==> config.mk <==
export PLATFORM = sky130hd
export DESIGN_NAME = alu_cmd_sequencer
export DESIGN_NICKNAME = d
export VERILOG_FILES = /design/src/rtl/alu_pkg.sv /design/src/rtl/alu_cmd_fifo.sv /design/src/rtl/alu_cmd_sequencer.sv
export SDC_FILE = /design/constraint.sdc
export NUM_CORES = 1
export LEC_CHECK = 0
export BUFFER_PORTS_ARGS = -buffer_cell sky130_fd_sc_hd__buf_4
export CAP_MARGIN = 0
export CORE_MARGIN = 8
export CORE_UTILIZATION = 44
export DETAILED_ROUTE_END_ITERATION = 12
export PLACE_DENSITY = 0.65
export SYNTH_ARGS = -nofsm -noshare
export SYNTH_HDL_FRONTEND = slang
export SYNTH_HIERARCHICAL = 1
export SYNTH_SLANG_ARGS = --single-unit
==> constraint.sdc <==
create_clock -name clk -period 2.7 [get_ports clk]
set_clock_uncertainty 0.1 [all_clocks]
set_input_delay 0.54 -clock clk [delete_from_list [all_inputs] [get_ports clk]]
set_output_delay 0.54 -clock clk [all_outputs]
set_load 0.01 [all_outputs]
==> src/rtl/alu_pkg.sv <==
// Shared definitions for the ALU command path: opcodes, sequencer states and
// the buffered command format.
package alu_pkg;

  localparam int unsigned ALU_WIDTH = 32;

  localparam logic [2:0] OP_NOT = 3'b000;
  localparam logic [2:0] OP_AND = 3'b001;
  localparam logic [2:0] OP_XOR = 3'b010;
  localparam logic [2:0] OP_OR  = 3'b011;
  localparam logic [2:0] OP_DEC = 3'b100;
  localparam logic [2:0] OP_ADD = 3'b101;
  localparam logic [2:0] OP_SUB = 3'b110;
  localparam logic [2:0] OP_INC = 3'b111;

  typedef enum logic [1:0] {
    ST_IDLE  = 2'd0,
    ST_ISSUE = 2'd1,
    ST_HOLD  = 2'd2
  } seq_state_e;

  typedef struct packed {
    logic [ALU_WIDTH-1:0] a;
    logic [ALU_WIDTH-1:0] b;
    logic [2:0]           f;
  } alu_cmd_t;

endpackage

==> src/rtl/alu_cmd_fifo.sv <==
// Command FIFO for the ALU sequencer. Callers never push when full or pop
// when empty; count tells full from empty since the pointers wrap.
module alu_cmd_fifo #(
  parameter int WIDTH = 32,
  parameter int DEPTH = 4
) (
  input  logic                         clk,
  input  logic                         rst_n,
  input  logic                         push,
  input  logic [2*WIDTH+2:0]           push_cmd,
  input  logic                         pop,
  output logic [2*WIDTH+2:0]           head,
  output logic [$clog2(DEPTH):0]       count
);

  localparam int PTR_W = $clog2(DEPTH);
  localparam int CMD_W = 2 * WIDTH + 3;

  logic [CMD_W-1:0] mem_q [DEPTH];
  logic [PTR_W-1:0] wr_ptr_q, wr_ptr_d;
  logic [PTR_W-1:0] rd_ptr_q, rd_ptr_d;
  logic [PTR_W:0]   count_q, count_d;

  // NOTE: every variable gets a default first so no path leaves it unassigned (no latch).
  always_comb begin
    wr_ptr_d = wr_ptr_q;
    rd_ptr_d = rd_ptr_q;
    count_d  = count_q;
    if (push) wr_ptr_d = wr_ptr_q + 1'b1;
    if (pop)  rd_ptr_d = rd_ptr_q + 1'b1;
    case ({push, pop})
      2'b10:   count_d = count_q + 1'b1;
      2'b01:   count_d = count_q - 1'b1;
      default: count_d = count_q;
    endcase
  end

  // NOTE: non-blocking assignments so every flop samples pre-edge values.
  always_ff @(posedge clk or negedge rst_n) begin
    if (!rst_n) begin
      wr_ptr_q <= '0;
      rd_ptr_q <= '0;
      count_q  <= '0;
    end else begin
      wr_ptr_q <= wr_ptr_d;
      rd_ptr_q <= rd_ptr_d;
      count_q  <= count_d;
    end
  end

  // NOTE: storage is not reset; count gates every read, so stale entries are never seen.
  always_ff @(posedge clk) begin
    if (push) mem_q[wr_ptr_q] <= push_cmd;
  end

  assign head  = mem_q[rd_ptr_q];
  assign count = count_q;

endmodule

==> src/rtl/alu_cmd_sequencer.sv <==
// Buffers ALU commands and issues them one at a time to a combinational ALU,
// returning results in order. Define ALU_SEQ_FLAGS_EN to add res_zero/res_neg.
module alu_cmd_sequencer
  import alu_pkg::*;
#(
  parameter int WIDTH = 32,
  parameter int DEPTH = 4
) (
  input  logic                   clk,
  input  logic                   rst_n,
  input  logic                   in_valid,
  output logic                   in_ready,
  input  logic [WIDTH-1:0]       in_a,
  input  logic [WIDTH-1:0]       in_b,
  input  logic [2:0]             in_f,
  output logic [WIDTH-1:0]       alu_a,
  output logic [WIDTH-1:0]       alu_b,
  output logic [2:0]             alu_f,
  input  logic [WIDTH-1:0]       alu_out,
  output logic                   res_valid,
  input  logic                   res_ready,
  output logic [WIDTH-1:0]       res_data,
  output logic [2:0]             res_f,
`ifdef ALU_SEQ_FLAGS_EN
  output logic                   res_zero,
  output logic                   res_neg,
`endif
  output logic [$clog2(DEPTH):0] count,
  output logic                   busy
);

  localparam int CNT_W = $clog2(DEPTH) + 1;

  seq_state_e       state_q, state_d;
  alu_cmd_t         push_cmd, head_cmd;
  logic             push, pop;
  logic [CNT_W-1:0] fifo_count;
  logic             fifo_empty;

  logic [WIDTH-1:0] alu_a_q, alu_a_d, alu_b_q, alu_b_d;
  logic [2:0]       alu_f_q, alu_f_d;
  logic             res_valid_q, res_valid_d;
  logic [WIDTH-1:0] res_data_q, res_data_d;
  logic [2:0]       res_f_q, res_f_d;

  // Full refuses input even if a pop happens this cycle, keeping in_ready off the FSM path.
  assign in_ready   = (fifo_count != CNT_W'(DEPTH));
  assign push       = in_valid && in_ready;
  assign push_cmd   = '{a: in_a, b: in_b, f: in_f};
  assign fifo_empty = (fifo_count == '0);

  alu_cmd_fifo #(
    .WIDTH (WIDTH),
    .DEPTH (DEPTH)
  ) u_fifo (
    .clk      (clk),
    .rst_n    (rst_n),
    .push     (push),
    .push_cmd (push_cmd),
    .pop      (pop),
    .head     (head_cmd),
    .count    (fifo_count)
  );

  always_comb begin
    state_d     = state_q;
    pop         = 1'b0;
    res_valid_d = res_valid_q;
    res_data_d  = res_data_q;
    res_f_d     = res_f_q;
    unique case (state_q)
      ST_IDLE: begin
        if (!fifo_empty) begin
          pop     = 1'b1;
          state_d = ST_ISSUE;
        end
      end
      ST_ISSUE: begin
        res_valid_d = 1'b1;
        res_data_d  = alu_out;
        res_f_d     = alu_f_q;
        state_d     = ST_HOLD;
      end
      ST_HOLD: begin
        if (res_ready) begin
          res_valid_d = 1'b0;
          pop         = !fifo_empty;
          state_d     = fifo_empty ? ST_IDLE : ST_ISSUE;
        end
      end
      default: state_d = ST_IDLE;
    endcase
    // Operand registers only move on a pop and otherwise keep the last command.
    alu_a_d = pop ? head_cmd.a : alu_a_q;
    alu_b_d = pop ? head_cmd.b : alu_b_q;
    alu_f_d = pop ? head_cmd.f : alu_f_q;
  end

  always_ff @(posedge clk or negedge rst_n) begin
    if (!rst_n) begin
      state_q     <= ST_IDLE;
      alu_a_q     <= '0;
      alu_b_q     <= '0;
      alu_f_q     <= OP_NOT;
      res_valid_q <= 1'b0;
      res_data_q  <= '0;
      res_f_q     <= '0;
    end else begin
      state_q     <= state_d;
      alu_a_q     <= alu_a_d;
      alu_b_q     <= alu_b_d;
      alu_f_q     <= alu_f_d;
      res_valid_q <= res_valid_d;
      res_data_q  <= res_data_d;
      res_f_q     <= res_f_d;
    end
  end

`ifdef ALU_SEQ_FLAGS_EN
  logic res_zero_q, res_zero_d, res_neg_q, res_neg_d;

  always_comb begin
    res_zero_d = res_zero_q;
    res_neg_d  = res_neg_q;
    if (state_q == ST_ISSUE) begin
      res_zero_d = (alu_out == '0);
      res_neg_d  = alu_out[WIDTH-1];
    end
  end

  always_ff @(posedge clk or negedge rst_n) begin
    if (!rst_n) begin
      res_zero_q <= 1'b0;
      res_neg_q  <= 1'b0;
    end else begin
      res_zero_q <= res_zero_d;
      res_neg_q  <= res_neg_d;
    end
  end

  assign res_zero = res_zero_q;
  assign res_neg  = res_neg_q;
`endif

  assign alu_a     = alu_a_q;
  assign alu_b     = alu_b_q;
  assign alu_f     = alu_f_q;
  assign res_valid = res_valid_q;
  assign res_data  = res_data_q;
  assign res_f     = res_f_q;
  assign count     = fifo_count;
  assign busy      = (state_q != ST_IDLE) || !fifo_empty;

endmodule

## Word-level counts from Yosys, hierarchy flattened

Memories as Yosys holds them, arrays and structs flattened. A register that Yosys moved wholly into a read port is not among the register bits.
Index checks and enable logic that the tools add are counted.

- $add $sub $neg: 4
- Equality and inequality tests: 7
- Multiplexer cells: 12
- Reductions and logical operators: 11

Operators by type and width:

| cell | count |
|---|---|
| $mux 1 | 6 |
| $pmux 2 s3 | 1 |
| $pmux 3 s2 | 1 |
| $reduce_bool 2->1 | 3 |
| $add 2x1->2 const B | 2 |
| $eq 2x1->1 const B | 2 |
| $eq 2x2->1 const B | 2 |
| $mux 2 | 2 |
| $ne 2x2->1 const B | 2 |
| $pmux 1 s2 | 2 |
| $reduce_and 2->1 | 2 |
| $add 3x1->3 const B | 1 |
| $logic_not 3->1 | 1 |
| $ne 3x3->1 const B | 1 |
| $sub 3x1->3 const B | 1 |
| $logic_not 1->1 | 2 |
| $logic_not 2->1 | 1 |
| $logic_and 1x1->1 | 1 |
| $logic_or 1x1->1 | 1 |

- Bits in registers: 45
- RAM bits: 268
- Bits of input ports: 103
- Output and inout bits: 108
- Memories kept: 1

Memories:

| name | depth | width | rd ports | clocked after memory_dff | wr ports | RTL line | RTL |
|---|---|---|---|---|---|---|---|
| u_fifo.mem_q | 4 | 67 | 1 | 1 | 1 | alu_cmd_fifo.sv:19 | `logic [CMD_W-1:0] mem_q [DEPTH];` |

## Longest topological paths before layout

Gate-level depths: netlist of run 1.

- Depth after elaboration: 6
- Gate-level depth with buffers: 10
- Gate-level depth less buffers: 10

## By module

Netlist of run 1, hierarchy kept.

By module, submodules not included:

| module | instances | cells an instance | area each (um2) | seq. area each (um2) |
|---|---|---|---|---|
| alu_cmd_fifo | 1 | 385 | 10063.4 | 8222.9 |
| alu_cmd_sequencer | 1 | 233 | 4026.4 | 2627.5 |

## Least setup slack after synthesis of run 1

Ideal clock, no wire load.

- Path type: reg-to-reg
- Start point: register u_fifo.count_q[0], in the netlist u_fifo/count[0]
- End point: memory u_fifo/mem_q[1][0] (netlist name), enable pin
- Data arrival time: 2.481 ns
- Data required time: 2.168 ns
- Setup slack: -0.313 ns
- Cell stages (with the launch flop): 5
- Path buffers: 0
- Path through: dfrtp_1 > nor2_1 > nand2_1 > and2_1 > and2_1

- Word-level cells in the longest chain between the ends: 4

Ends and longest elaborated chain:

| item | RTL line | RTL |
|---|---|---|
| start, declared | alu_cmd_fifo.sv:22 | `logic [PTR_W:0] count_q, count_d;` |
| start signal, assigned | alu_cmd_fifo.sv:47 | `count_q <= count_d;` |
| $ne 3x3->1 | alu_cmd_sequencer.sv:47 | `assign in_ready = (fifo_count != CNT_W'(DEPTH));` |
| named net in_ready | alu_cmd_sequencer.sv:12 | `output logic in_ready,` |
| $logic_and 1x1->1 | alu_cmd_sequencer.sv:48 | `assign push = in_valid && in_ready;` |
| named net push | alu_cmd_sequencer.sv:36 | `logic push, pop;` |
| $mux 1 | alu_cmd_fifo.sv:53 | `if (push) mem_q[wr_ptr_q] <= push_cmd;` |
| $mux 1 (not written as such) | alu_cmd_fifo.sv:53 |  |
| end, declared | alu_cmd_fifo.sv:19 |  |

The timed path passes the listed nets, and every way through them passes these cells.

## Worst setup path after layout of run 1

- Start point: register u_fifo.count_q[0], in the netlist u_fifo/count[0]
- End point: register u_fifo.count_q[2], in the netlist u_fifo/count[2]

- Elaborated cells on any way between the ends: 13
- Classes of those cells: 2 x add/sub; 3 x eq/ne; 4 x mux; 4 x reduce/logical

RTL lines:

| item | RTL line | RTL |
|---|---|---|
| $ne 3x3->1 * | alu_cmd_sequencer.sv:47 |  |
| $logic_and 1x1->1 * | alu_cmd_sequencer.sv:48 |  |
| named net push | alu_cmd_sequencer.sv:36 |  |
| $eq 2x1->1 or $eq 2x2->1 (tied branches) | alu_cmd_fifo.sv:31 | `case ({push, pop})` |
| $pmux 3 s2 or $reduce_bool 2->1 (tied branches) | n/a |  |

Mark *: on every way through the listed nets, which the timed path passes. The rest lies on a longest branch.
A chain may end at the register's enable or synchronous reset.

==> impl_metrics.toml, run 1 <==
[cts]
clk-insertion-delay-late_ns = 0.51
clkTransAtPathRegs_ns = 0.06
setup_buffers_after_cts = 0
cts_buffers = 41
clk_root_buffer_cell = "sky130_fd_sc_hd__clkbuf_16"
cts_tree = "built"
level_count_of_the_clock_h_tree = 2
clock_sinks = 380
clk_path_buf_depth = 3

[floorplanning]
coreArea_sq_um = 31600
initial_utilization = 0.447
die_x_microns = 195
pin_count = 211
floorplan.die.height_microns = 195
floorplan.rows = 65
die_area_sq_um = 38000

[grt]
grt_pass1_vias = 7226
grt-ovfl-total = 0
track_usage = 0.144
grt_first_pass_wirelength_mm = 43.0
largest_net_degree_at_the_start_of_global_routing = 70
antenna_violations_before_repair = 0

[synthesis]
synth_mux_area_frac = 0.194
yosys.area.top_type_share = 0.571
fraction_of_the_mapped_netlist_area_in_compound_gates = 0.00160
synth_xor_area_frac = 0.00373
synth_top_family_by_area = "multiplexers"
yosysUniqueCellTypes = 28
seq_area_frac_synth = 0.770
synth_top_cells_by_area = "sky130_fd_sc_hd__edfxtp_1 (57%), sky130_fd_sc_hd__dfrtp_1 (20%), sky130_fd_sc_hd__mux4_2 (11%)"
area_of_the_mapped_netlist_sq_um = 14100
synth_simple_gate_area_frac = 0.00808
syn_nets = 727
synth_seq_cells = 380
synthesis.instances = 618
post-synth-top-area-cell = "sky130_fd_sc_hd__edfxtp_1"
synthesis.yosys.warnings = 6
syn-mean-instance-area_sq_um = 22.8
adder_cell_fraction_of_synth_area = 0.00586

[pwr]
leakage_uw = 0.00663
power_frac_seq = 0.425
power_density_nw_per_um2 = 1200
switchingPower_uw = 5910
cell_internal_pwr_uw = 15100
power.combinational.fraction = 0.326
vdd.ir_drop.worst_v = 0.000704
switching_share = 0.281
total_power_uw = 21000
clockPowerShare = 0.249

[setup_path]
cp-start-kind = "flip-flop"
worstPathRequired_ns = 3.03
critPathMaxFanout = 8
worst_ep_arrival_time_ns = 2.53
critical_path.endpoint_type = "flip-flop"
worst-setup-path-type = "reg -> reg"

[routing]
drt_wl_total_mm = 27.5
route.detailed.vias_per_inst = 5.09
routed_via_count = 6603
drc_errors = 0
routed_wire_length_per_instance_microns = 21.2
postRouteAntennaNets = 0
firstDrtPassIters = 4
drt-initial-drc-count = 247

[hold_path]
worstHoldPathType = "in -> reg"

[layout]
finalNetCount = 974
layout_common_cells = "sky130_fd_sc_hd__edfxtp_1 (268), sky130_fd_sc_hd__buf_4 (215), sky130_fd_sc_hd__dfrtp_1 (110), sky130_fd_sc_hd__mux2_2 (81), sky130_fd_sc_hd__mux4_2 (67)"
mostFrequentLayoutCell = "sky130_fd_sc_hd__edfxtp_1"
final_cell_count_no_fill = 1297
layout-drive-gt1-share = 0.521
number_of_inserted_diodes = 0
fillers = 2415
area_growth_from_synthesis_to_layout_pct = 24.8

[placed_design]
gp_routability_congestion = 0.728
numPortBuffers = 210
place_hpwl_mm = 17.6
placed_cell_count = 1223

[timing]
final_min_period_over_clock_period = 0.813
worst-slew-pin-transition_ns = 0.551
relSlewSlack = 0.633
rsz0062_at_grt = "no"
period_needed_ns = 2.19
clock.fmax_mhz = 456
final-setup-viol-count = 0
final-hold-violation-count = 0
worst_hold_slack_ns = 0.127
final-max-slew-violation-count = 0
fin_setup_tns_ns = 0

[run_status]
status = "finished, final reports clean"

[job]
maxCapViolCount = 0
timing repair:
action	4_1_cts	5_1_grt
resized for setup	0	0
endpoints found under the hold margin	33	0
hold buffers	1	0
worst paths after layout:
kind / from / end / slack [ns] / cells after the start
worst min-delay path: in_a[16] / u_fifo/mem_q[0][51]$_DFFE_PP_ / 0.13 / 1
worst max-delay path: u_fifo/count[0]$_DFFE_PN0P_ / u_fifo/count[2]$_DFFE_PN0P_ / 0.51 / 10
worst min register to register: res_data[26]$_DFFE_PN0P_ / res_data[26]$_DFFE_PN0P_ / 0.39 / 1
worst max register to register: u_fifo/count[0]$_DFFE_PN0P_ / u_fifo/count[2]$_DFFE_PN0P_ / 0.51 / 10
min in group asynchronous: rst_n / alu_b[5]$_DFFE_PN0P_ / 0.45 / 2
max in group asynchronous: rst_n / alu_a[0]$_DFFE_PN0P_ / 1.37 / 3
through the flow:
step | instance area [sq um] | setup WS (ns) | util
after floorplan | 14100 | 0.301 | -
after global placement | 16300 | 0.459 | 0.517
after detailed placement | 16300 | 0.417 | 0.517
after CTS | 17600 | 0.497 | 0.557
after global routing | 17600 | 0.295 | 0.557
final | 17600 | 0.505 | 0.557
worst max-delay path, stage by stage (launching register included):
cell and delay, ns:
sky130_fd_sc_hd__dfrtp_1 0.43, sky130_fd_sc_hd__nor2_1 0.11, sky130_fd_sc_hd__nand2_1 0.07, sky130_fd_sc_hd__and2_1 0.26
sky130_fd_sc_hd__inv_1 0.09, sky130_fd_sc_hd__ha_1 0.18, sky130_fd_sc_hd__inv_1 0.07, sky130_fd_sc_hd__fa_1 0.39
sky130_fd_sc_hd__xor2_1 0.17, sky130_fd_sc_hd__nor2_1 0.11, sky130_fd_sc_hd__xor2_1 0.14
power groups by stage:
stage / Clock (uW) / Combinational, uW / Sequential (uW)
after floorplan: 0 / 4200 / 9120
after global placement: 0 / 6970 / 9040
after detailed placement: 0 / 7060 / 9080
after CTS: 5380 / 7060 / 8980
after global routing: 5600 / 7410 / 9140
final: 5230 / 6860 / 8930
area by class of cell:
type                       count  area (sq um)  area share
clock buffer                  57          1140      0.0646
clock inverter                16           131     0.00747
inverter                       8          30.0     0.00171
multi-input combinational    204          3020       0.172
sequential                   380         10900       0.618
tap                          402           503      0.0286
timing repair buffer         230          1900       0.108
sequential cells by signal, indices dropped and copies added (netlist names):
name and flops:
u_fifo/rd_ptr_q 2, alu_a 32, alu_b 32, res_f 3
res_data 32, u_fifo/count 3, alu_f 3, u_fifo/mem_q 268
res_valid 1, u_fifo/wr_ptr_q 2, state_q 2
per-layer routing:
metal,wire [microns],GRT usage,share of wire
met5,0,0,0
met4,445,0.0334,0.016
met1,11600,0.181,0.42
met2,13500,0.239,0.49
met3,1970,0.0465,0.072
cell families (layout without fill, tap and decap cells):
group	count (synthesis)	after routing
xor gates and xnor gates	6	6
and+or+nand+nor	18	18
DFF	380	380
adders and majority gates	6	6
muxes	170	170
AOI/OAI and AO/OA	4	4
buffers and inverters	34	311
Yosys cell counts (all sizes together):
cell type and instances:
clkbuf 3, edfxtp 268, and2 5, ha 5
and2b 1, mux2i 1, dfrtp 112, xnor2 2
mux4 67, inv 8, nor2 5, a21o 1
o21ai 2, fa 1, a21oi 1, xor2 4
nand2 4, nor3 3, buf 23, mux2 102
Note: power is estimated with default switching activity, not from simulation.
==> run 2: changes to the inputs <==
Settings changed: PLACE_DENSITY 0.65 to 0.62.
Clock period 2.7 ns to 2.2 ns, I/O delays scaled along.
==> run 2 against run 1 <==
  * Via count grew 3.8%
  * First-iteration DRC count rose by 8.1%
  * Critical path depth is 7 lower
  * Critical path type is now reg -> out
  * Largest power group unchanged
==> impl_metrics.toml, run 2 (synthesized netlist as in run 1, its figures left out) <==
[run_status]
status = "finished, final reports clean"

[setup_path]
cp-start-kind = "flip-flop"
r2r-start = "u_fifo/count[0]$_DFFE_PN0P_"
critical-path-top-delay-family = "flip-flops"
worst-path-buf-inv = 1
critical_path.endpoint_type = "output pin"
worstPathRequired_ns = 1.66
r2r_setup_slack_ns = 0.16
crit_path_cell_trace = "nor3_2, nand2_1, buf_4"
worst-setup-path-type = "reg -> out"
worst_ep_arrival_time_ns = 1.53
critPathMaxFanout = 4
worst_r2r_path_depth = 10
critical-path-max-stage-delay_ns = 0.44
timing.critical_path.slowest_stage_cell = "sky130_fd_sc_hd__dfrtp_1"
endpoint_of_the_worst_register_to_register_path = "u_fifo/count[2]$_DFFE_PN0P_"

[timing]
rsz0062_at_grt = "no"
worst-slew-pin-transition_ns = 0.694
period_needed_ns = 2.07
final_min_period_over_clock_period = 0.942
final-max-slew-violation-count = 0
final-setup-viol-count = 0
final-hold-violation-count = 0
timing.final.ws_setup_ns = 0.129
clock.fmax_mhz = 483
relSlewSlack = 0.538

[hold_path]
cell_depth_of_the_worst_hold_path = 1
worst_hold_startpoint = "in_a[6]"
hold_critical_path_endpoint = "u_fifo/mem_q[0][41]$_DFFE_PP_"
worstHoldPathType = "in -> reg"

[layout]
mostFrequentLayoutCell = "sky130_fd_sc_hd__edfxtp_1"
footprint_of_the_flip_flops_and_latches_sq_um = 10900
finalNetCount = 1012
max_ffs_per_register = 268
layout-drive-gt1-share = 0.511
fillers = 2384
largest-register = "u_fifo/mem_q"
final_cell_count_no_fill = 1336
multi_input_comb_area_sq_um = 3040
area_growth_from_synthesis_to_layout_pct = 28.3
number_of_inserted_diodes = 0
layout_common_cells = "sky130_fd_sc_hd__edfxtp_1 (268), sky130_fd_sc_hd__buf_4 (220), sky130_fd_sc_hd__dfrtp_1 (109), sky130_fd_sc_hd__mux2_2 (81), sky130_fd_sc_hd__mux4_2 (67)"

[placed_design]
place_ws_ns = 0.0359
numPortBuffers = 210
placed_cell_count = 1228
gp_routability_congestion = 0.733
place_hpwl_mm = 18.2

[floorplanning]
pin_count = 211
floorplan.rows = 65
coreArea_sq_um = 31600
die_area_sq_um = 38000
initial_utilization = 0.447
floorplan.die.height_microns = 195
die_x_microns = 195

[cts]
clock_sinks = 380
setup_buffers_after_cts = 0
cts_buffers = 40
clk-insertion-delay-late_ns = 0.52
clk_path_buf_depth = 3
level_count_of_the_clock_h_tree = 2
clkTransAtPathRegs_ns = 0.06
clk_root_buffer_cell = "sky130_fd_sc_hd__clkbuf_16"
cts_tree = "built"

[grt]
grt-busiest-layer = "met2"
grt-ovfl-total = 0
grtUsageMet3 = 0.0370
grt_first_pass_wirelength_mm = 45.8
gr-usage-met2 = 0.275
grt_pass1_vias = 7806
antenna_violations_before_repair = 0
largest_net_degree_at_the_start_of_global_routing = 113
met1_usage = 0.185
track_usage = 0.154

[routing]
drt_wl_total_mm = 29.1
drt-initial-drc-count = 267
drc_errors = 0
routed_via_count = 6856
firstDrtPassIters = 4
postRouteAntennaNets = 0
routed_wire_length_per_instance_microns = 21.7
route.detailed.vias_per_inst = 5.13

[pwr]
power_density_nw_per_um2 = 1470
vdd.ir_drop.worst_v = 0.000949
leakage_uw = 0.00683

[job]
maxCapViolCount = 0
-- run 2: changes by cell type in the layout (fill, tap and decap cells not counted), sizes merged --
cell | previous run | this run
dlygate4sd3 | 1 | 35
buf | 229 | 234
clkinv | 14 | 10
bufinv | 2 | 4
clkinvlp | 0 | 2
-- run 2: worst register-to-register path: cells and delay by family, from the launching register on --
kind,cells,cell delay [ns]
xor+xnor,2,0.31
fa+ha+maj,2,0.47
buf+inv,2,0.16
flops,1,0.44
simple gates,4,0.49
-- run 2: repair_timing --
item,CTS,global route
resized for setup,0,1
hold endpoints to repair,225,0
endpoints found under the setup margin,0,1
hold buffers,35,0
-- run 2: routing by layer --
metal | vias up | part of all wire
met3 | 42 | 0.051
met4 | 0 | 0.020
met1 | 3595 | 0.40
met5 | - | 0
met2 | 183 | 0.52
li1 | 3036 | -
-- run 2: report_power, final --
part / total, uW / switching, uW / internal, uW
combinational: 8760 / 3800 / 4960
clock: 6820 / 2620 / 4200
sequential: 11000 / 1060 / 9910
total: 26600 / 7480 / 19100
-- run 2: worst max path at each step --
stage	start	end	slack [ns]	cells past startpoint
global route	u_fifo/count[0]$_DFFE_PN0P_	u_fifo/count[2]$_DFFE_PN0P_	0.007	10
detailed placement	res_ready	alu_b[20]$_DFFE_PN0P_	0.04	6
global placement	res_ready	u_fifo/count[2]$_DFFE_PN0P_	0.06	9
finish	u_fifo/count[2]$_DFFE_PN0P_	busy	0.13	3
floorplan	u_fifo/count[0]$_DFFE_PN0P_	u_fifo/mem_q[0][0]$_DFFE_PP_	-0.09	4
CTS	u_fifo/count[2]$_DFFE_PN0P_	busy	0.09	3
-- run 2: metrics by stage --
step / cell area [sq um] / setup TNS (ns) / hold WS [ns] / util / power [uW]
finish: 18100 / 0 / 0.0224 / 0.573 / 26600
global route: 18100 / 0 / 0.00134 / 0.573 / 27900
CTS: 18100 / 0 / 0.0000681 / 0.573 / 27000
detailed placement: 16400 / 0 / 0.384 / 0.518 / 20100
global placement: 16400 / 0 / 0.370 / 0.518 / 19700
floorplan: 14100 / -22.55 / 0.0444 / - / 16400
-- run 2: cell type report --
class,instances,share of cell area
flip-flops and latches,380,0.601
multi-input cells,204,0.168
repair buffers,269,0.126
clock buffers,57,0.0651
well taps,402,0.0278
clock inverters,16,0.0107
inverters,8,0.00166
